<file path="src/rtl/div_pool_scheduler.sv">
// div_pool_scheduler: round-robin dispatch of tagged entries to a divider pool, result arbitration onto one port (`DIV_IN_ORDER_EN` = dispatch-order output).
// Latency: div_valid -> out_valid 1 cycle, start/ack combinational; out_sel/out_tag frozen while out_ready is low.

`ifdef DIV_IN_ORDER_EN
module sync_fifo #(
  parameter int W     = 4,
  parameter int DEPTH = 16
) (
  input  logic         clk,
  input  logic         rst_n,
  input  logic         push_vld,
  input  logic [W-1:0] push_dat,
  input  logic         pop_vld,
  output logic [W-1:0] head_dat,
  output logic         empty
);
  localparam int AW  = (DEPTH > 1) ? $clog2(DEPTH) : 1;
  localparam int CNW = AW + 1;

  logic [W-1:0]  mem_q [DEPTH];
  logic [AW-1:0] wr_q, rd_q;
  logic [AW:0]   cnt_q;

  function automatic logic [AW-1:0] wrap_inc(input logic [AW-1:0] p);
    return ({1'b0, p} == CNW'(DEPTH - 1)) ? '0 : p + AW'(1);
  endfunction

  always_ff @(posedge clk) begin
    if (!rst_n) begin
      wr_q  <= '0;
      rd_q  <= '0;
      cnt_q <= '0;
    end else begin
      if (push_vld) begin
        mem_q[wr_q] <= push_dat;
        wr_q        <= wrap_inc(wr_q);
      end
      if (pop_vld) rd_q <= wrap_inc(rd_q);
      case ({push_vld, pop_vld})
        2'b10:   cnt_q <= cnt_q + CNW'(1);
        2'b01:   cnt_q <= cnt_q - CNW'(1);
        default: cnt_q <= cnt_q;
      endcase
    end
  end

  assign head_dat = mem_q[rd_q];
  assign empty    = (cnt_q == '0);
endmodule
`endif

module div_pool_scheduler #(
  parameter int DIV_COUNT = 16,
  parameter int TAG_BITS  = 6
) (
  input  logic                         clk,
  input  logic                         reset,
  input  logic                         in_valid,
  input  logic [TAG_BITS-1:0]          in_tag,
  output logic                         in_ready,
  input  logic [DIV_COUNT-1:0]         div_ready,
  output logic [DIV_COUNT-1:0]         div_start,
  input  logic [DIV_COUNT-1:0]         div_valid,
  output logic [DIV_COUNT-1:0]         div_ack,
  output logic                         out_valid,
  output logic [$clog2(DIV_COUNT)-1:0] out_sel,
  output logic [TAG_BITS-1:0]          out_tag,
  input  logic                         out_ready,
  output logic [$clog2(DIV_COUNT):0]   busy_count,
  output logic                         err
);
  localparam int IW = $clog2(DIV_COUNT);
  localparam int CW = IW + 1;

  typedef enum logic [1:0] {S_IDLE, S_BUSY, S_DONE} slot_st_e;

  slot_st_e            state_q [DIV_COUNT];
  slot_st_e            state_d [DIV_COUNT];
  logic [TAG_BITS-1:0] tag_tbl_q [DIV_COUNT];
  logic [IW-1:0]       disp_ptr_q;
  logic [CW-1:0]       busy_q;
  logic                err_q;

  logic [DIV_COUNT-1:0] idle_m, busy_m, done_m, eligible;
  logic [IW:0]          disp_pick;
  logic [IW-1:0]        disp_idx, sel;
  logic                 dispatch, hs;

  function automatic logic [IW-1:0] inc_wrap(input logic [IW-1:0] v);
    return ({1'b0, v} == CW'(DIV_COUNT - 1)) ? '0 : v + IW'(1);
  endfunction

  // Returns {found, index} of the first request at or after ptr, wrapping.
  function automatic logic [IW:0] rr_pick(input logic [DIV_COUNT-1:0] req, input logic [IW-1:0] ptr);
    logic          found;
    logic [IW-1:0] idx;
    logic [CW-1:0] cand;
    found = 1'b0;
    idx   = '0;
    for (int k = 0; k < DIV_COUNT; k++) begin
      cand = {1'b0, ptr} + CW'(k);
      if (cand >= CW'(DIV_COUNT)) cand = cand - CW'(DIV_COUNT);
      if (!found && req[cand[IW-1:0]]) begin
        found = 1'b1;
        idx   = cand[IW-1:0];
      end
    end
    return {found, idx};
  endfunction

  always_comb begin
    idle_m = '0;
    busy_m = '0;
    done_m = '0;
    for (int i = 0; i < DIV_COUNT; i++) begin
      idle_m[i] = (state_q[i] == S_IDLE);
      busy_m[i] = (state_q[i] == S_BUSY);
      done_m[i] = (state_q[i] == S_DONE);
    end
  end

  assign eligible  = idle_m & div_ready;
  assign disp_pick = rr_pick(eligible, disp_ptr_q);
  assign disp_idx  = disp_pick[IW-1:0];
  assign in_ready  = reset & disp_pick[IW];
  assign dispatch  = in_valid & in_ready;
  assign hs        = out_valid & out_ready;

`ifdef DIV_IN_ORDER_EN
  logic [IW-1:0] head_idx;
  logic          fifo_empty;

  sync_fifo #(.W(IW), .DEPTH(DIV_COUNT)) u_idx_fifo (
    .clk      (clk),
    .rst_n    (reset),
    .push_vld (dispatch),
    .push_dat (disp_idx),
    .pop_vld  (hs),
    .head_dat (head_idx),
    .empty    (fifo_empty)
  );

  assign sel       = head_idx;
  assign out_valid = reset & ~fifo_empty & done_m[head_idx];
`else
  logic [IW-1:0] out_ptr_q, held_sel_q;
  logic          held_vld_q;
  logic [IW:0]   out_pick;

  assign out_pick  = rr_pick(done_m, out_ptr_q);
  // A stalled grant is frozen so late completions cannot steal the port.
  assign sel       = held_vld_q ? held_sel_q : out_pick[IW-1:0];
  assign out_valid = reset & out_pick[IW];

  always_ff @(posedge clk) begin
    if (!reset) begin
      out_ptr_q  <= '0;
      held_sel_q <= '0;
      held_vld_q <= 1'b0;
    end else begin
      held_vld_q <= out_valid & ~out_ready;
      held_sel_q <= sel;
      if (hs) out_ptr_q <= inc_wrap(sel);
    end
  end
`endif

  always_ff @(posedge clk) begin
    for (int i = 0; i < DIV_COUNT; i++) begin
      state_q[i] <= reset ? state_d[i] : S_IDLE;
    end
  end

  always_comb begin
    for (int i = 0; i < DIV_COUNT; i++) begin
      state_d[i] = state_q[i];
      case (state_q[i])
        S_IDLE:  if (dispatch && disp_idx == IW'(i)) state_d[i] = S_BUSY;
        S_BUSY:  if (div_valid[i]) state_d[i] = S_DONE;
        S_DONE:  if (hs && sel == IW'(i)) state_d[i] = S_IDLE;
        default: state_d[i] = S_IDLE;
      endcase
    end
  end

  always_comb begin
    div_start = '0;
    div_ack   = '0;
    if (dispatch) div_start[disp_idx] = 1'b1;
    if (hs)       div_ack[sel]        = 1'b1;
    out_sel = out_valid ? sel : '0;
    out_tag = out_valid ? tag_tbl_q[sel] : '0;
  end

  always_ff @(posedge clk) begin
    if (!reset) begin
      for (int i = 0; i < DIV_COUNT; i++) tag_tbl_q[i] <= '0;
      disp_ptr_q <= '0;
      busy_q     <= '0;
      err_q      <= 1'b0;
    end else begin
      if (dispatch) begin
        tag_tbl_q[disp_idx] <= in_tag;
        disp_ptr_q          <= inc_wrap(disp_idx);
      end
      case ({dispatch, hs})
        2'b10:   busy_q <= busy_q + CW'(1);
        2'b01:   busy_q <= busy_q - CW'(1);
        default: busy_q <= busy_q;
      endcase
      err_q <= err_q | (|(div_valid & ~busy_m));
    end
  end

  assign busy_count = busy_q;
  assign err        = err_q;
endmodule

</file>
<file path="config.mk">
export PLATFORM = sky130hd
export DESIGN_NAME = div_pool_scheduler
export DESIGN_NICKNAME = d
export VERILOG_FILES = /design/src/rtl/div_pool_scheduler.sv
export SDC_FILE = /design/constraint.sdc
export NUM_CORES = 1
export LEC_CHECK = 0
export BUFFER_PORTS_ARGS = -buffer_cell sky130_fd_sc_hd__buf_2
export CAP_MARGIN = 30
export CORE_ASPECT_RATIO = 0.6
export CORE_MARGIN = 5
export CORE_UTILIZATION = 60
export CTS_CLUSTER_DIAMETER = 80
export DETAILED_ROUTE_END_ITERATION = 10
export HOLD_SLACK_MARGIN = 0.12
export PLACE_DENSITY = 0.79
export SLEW_MARGIN = 20
export SYNTH_ARGS = -nofsm -noshare
export SYNTH_HDL_FRONTEND = slang
export SYNTH_SLANG_ARGS = --single-unit
</file>
<file path="constraint.sdc">
create_clock -name clk -period 7.7 [get_ports clk]
set_input_delay 1.925 -clock clk [delete_from_list [all_inputs] [get_ports clk]]
set_output_delay 1.925 -clock clk [all_outputs]
set_load 0.02 [all_outputs]
</file>
==> flow_metrics.py <==
metrics = {
    "worst_setup_path": {
        "cp_max_fo": 4,
        "cp-end-kind": "output pin",
        "crit_path_max_incr_delay_ps": 600,
        "crit_chain": "buf_2 -> or3b_2 -> mux4_2 -> mux4_2 -> and2_1 -> nand3_1 -> buf_4 -> nor3_4 -> buf_4 -> a22oi_1 -> nor2_1 -> a221oi_2 -> buf_4 -> ha_2 -> nand3_2 -> inv_2 -> buf_2",
        "critical_path.most_common_cell": "buf_4",
        "critPathBufInv": 6,
        "reg2reg_from": "disp_ptr_q[0]$_SDFFE_PN0P_",
        "start_kind": "primary input",
        "worstPathRequired_ps": 5780,
        "critPathArrivalTime_ps": 5720,
        "cpMaxStageDelayCell": "mux4_2",
        "reg2reg_to": "busy_count[4]$_SDFFE_PN0P_",
        "reg2reg_depth": 25,
        "path_delay_family": "simple AND/OR/NAND/NOR gates",
        "critPathKind": "primary input to output pin",
        "rrSetupSlack_ps": 1670,
    },
    "synth": {
        "synthDistinctLibCells": 87,
        "ys_ff_latch": 147,
        "synth_flop_cell": "edfxtp_1",
        "syn_inst": 1351,
        "synth_warnings": 0,
        "netlist_area_sq_um": 13000,
        "ys_seq_area_share_pct": 30.0,
        "synth_enable_flop_cells": 96,
        "postSynthNetCount": 1417,
        "syn_area_per_cell_sq_um": 9.62,
        "synth_async_sr_flop_share_pct": 0,
    },
    "global_routing": {
        "grt_pass1_wl_um": 69800,
        "antenna_found_initial": 4,
        "grt-ovfl-total": 0,
        "grt_pass1_vias": 11300,
        "grt_max_degree": 46,
        "grtUsageTotal_pct": 37.7,
    },
    "final_layout": {
        "multi_input_area_sq_um": 8780,
        "drive_above_1_share_pct": 28.9,
        "syn2layout_area_growth_pct": 16.4,
        "filler_cell_count": 1579,
        "fin_cells": 1778,
        "ff_latch_area_sq_um": 3910,
        "layout.nets": 1551,
        "post-route-util_pct": 71.6,
    },
    "route": {
        "wl_per_cell_um": 26.5,
        "postRouteAntennaNets": 0,
        "vias": 12500,
        "route.detailed.drc": 0,
        "drt-total-wl_um": 47100,
        "drt_first_pass_iters": 8,
        "via_per_inst": 7.02,
        "drt_iter0_drc": 2017,
    },
    "worst_hold_path": {
        "worstHoldPathCells": 2,
        "hold_path.class": "flip-flop to flip-flop",
        "worstHoldEndpoint": "busy_count[4]$_SDFFE_PN0P_",
        "holdCritStartpoint": "busy_count[4]$_SDFFE_PN0P_",
    },
    "status": {
        "run_status": "finished clean",
    },
    "placed_design": {
        "port_buffers": 91,
        "place_inst": 1737,
        "finalWeightedCongestion": 1.11,
        "dpl.hpwl_um": 36200,
    },
    "sta": {
        "fin_worst_skew_ps": 11.1,
        "period_share_pct": 99.3,
        "drv_slew": 0,
        "worst_pin_slew_ps": 928,
        "post-route-min-period_ps": 7640,
        "setup_viol": 0,
        "slew_headroom_pct": 38.1,
        "final-hold-violation-count": 0,
        "fmax_mhz": 131,
    },
    "clocking": {
        "cts_htree_levels": 4,
        "cts_hold_buf": 0,
        "clkTransAtPathRegs_ps": 70,
        "cts.path.max_buffers": 2,
        "worst_skew_pair.late_latency_ps": 430,
        "cts_tree": "built",
        "clockRootBuffer": "clkbuf_16",
        "cts_inserted_buffers": 17,
        "cts_sinks": 147,
    },
    "power_and_ir_drop": {
        "power_density_nw_per_um2": 492,
        "ir_drop_mv": 0.442,
        "leakage_uw": 0.00601,
        "finalPower_uw": 7440,
    },
    "die": {
        "core-area_sq_um": 21100,
        "die_height_um": 124,
        "rows": 41,
        "die-area_sq_um": 24800,
        "start_util_pct": 61.5,
        "die_w_um": 200,
        "ioPinCount": 92,
    },
    "run": {
        "maxCapViolations": 0,
    },
}
-- placed cells by master (no fill, tap or decap), types with 11 or more instances in the layout --
master and n:
and2_1 117, buf_4 111, nor2_1 104, edfxtp_1 96, mux4_2 85, buf_2 84
nand2_1 73, mux2i_1 73, a21oi_1 68, nand2b_1 54, o21ai_0 50, dfxtp_1 50
inv_1 36, nor3_1 29, nand3_1 26, nor2b_1 24, nor3b_1 20, ha_1 19
clkbuf_16 17, o22ai_1 16, xnor2_1 16, a31oi_1 13, or3b_2 12, o211ai_1 12
or2_2 12, and3_1 12, o31ai_1 12, mux2_2 11, a22oi_1 11, and3_4 11
-- worst max-delay path by stage --
stage	startpoint	end	cells after the start	slack (ps)
after detailed placement	div_ready[15]	div_start[8]	16	-50
after global placement	div_ready[15]	div_start[8]	16	-5
after CTS	div_ready[15]	div_start[7]	16	2
final	div_ready[0]	div_start[8]	17	60
after global routing	div_ready[0]	div_start[8]	17	-40
after floorplan	div_ready[7]	div_start[15]	13	330
-- power by group --
| group | total [uW] | internal [uW] | switching (uW) |
|---|---|---|---|
| sequential | 1100 | 986 | 109 |
| clock | 865 | 488 | 377 |
| combinational | 5480 | 2180 | 3290 |
-- Yosys cell counts (13+ instances only) --
master / number / area [sq um]
and2_1: 119 / 744
nor2_1: 105 / 394
edfxtp_1: 96 / 2880
mux4_2: 85 / 1910
mux2i_1: 74 / 741
nand2_1: 73 / 274
a21oi_1: 69 / 345
nand2b_1: 54 / 338
dfxtp_1: 51 / 1020
o21ai_0: 50 / 250
clkbuf_1: 40 / 150
inv_1: 40 / 150
nor3_1: 31 / 155
buf_2: 28 / 140
nand3_1: 28 / 140
nor2b_1: 25 / 156
and3_1: 23 / 144
ha_1: 23 / 288
nor3b_1: 20 / 150
o22ai_1: 17 / 106
xnor2_1: 17 / 149
or3b_2: 16 / 140
a31oi_1: 13 / 81.3
-- tightest hold or removal path, delay by kind of cell, from the launching register on --
| kind | cells | cell delay [ps] |
|---|---|---|
| flip-flops | 1 | 330 |
| AO/OA/AOI/OAI | 2 | 130 |
-- cell type report --
type                            count  area share [%]
Clock inverter                     15            1.15
Inverter                           51            1.27
Tap cell                          279            2.31
Multi-Input combinational cell   1069            58.0
Timing Repair Buffer              199            8.59
Antenna cell                        1          0.0165
Clock buffer                       17            2.81
Sequential cell                   147            25.8
-- repair_timing --
| action | 4_1_cts | 5_1_grt |
|---|---|---|
| buffers inserted | 0 | 8 |
| endpoints found under the setup margin | 11 | 21 |
| pin swaps | 0 | 6 |
| resized for setup | 7 | 72 |
-- kinds of logic after synthesis --
family	Yosys count	share of synthesized area [%]
adder cells (fa/ha/maj)	24	2.37
buffers and inverters	135	4.60
AND/OR/NAND/NOR	567	24.6
flip-flops	147	30.0
multiplexers	177	22.2
AO/OA/AOI/OAI	273	14.1
XOR/XNOR	28	2.06
-- through the flow --
step	setup TNS [ps]	setup WS (ps)	area [sq um]	hold slack, ps
floorplan	0	329	13000	468
global placement	-4.67	-4.67	14200	480
detailed placement	-179	-50.7	14200	494
CTS	0	1.51	14800	506
global route	-214	-38.4	15100	552
finish	0	56.8	15100	506
-- state kept, by name, summed over array words and instances (netlist names) --
signal / count
busy_count: 5
disp_ptr_q: 4
err: 1
held_sel_q: 4
held_vld_q: 1
out_ptr_q: 4
state_q: 32
tag_tbl_q: 96
-- routing by layer --
| layer | vias up | routed length [um] | track usage (%) |
|---|---|---|---|
| met3 | 112 | 8460 | 20.0 |
| met5 | - | 44 | 1.23 |
| met2 | 1024 | 18600 | 51.4 |
| met4 | 8 | 962 | 5.73 |
| li1 | 5369 | - | - |
| met1 | 5976 | 19000 | 54.2 |
Power figures use the tool's default switching activity.
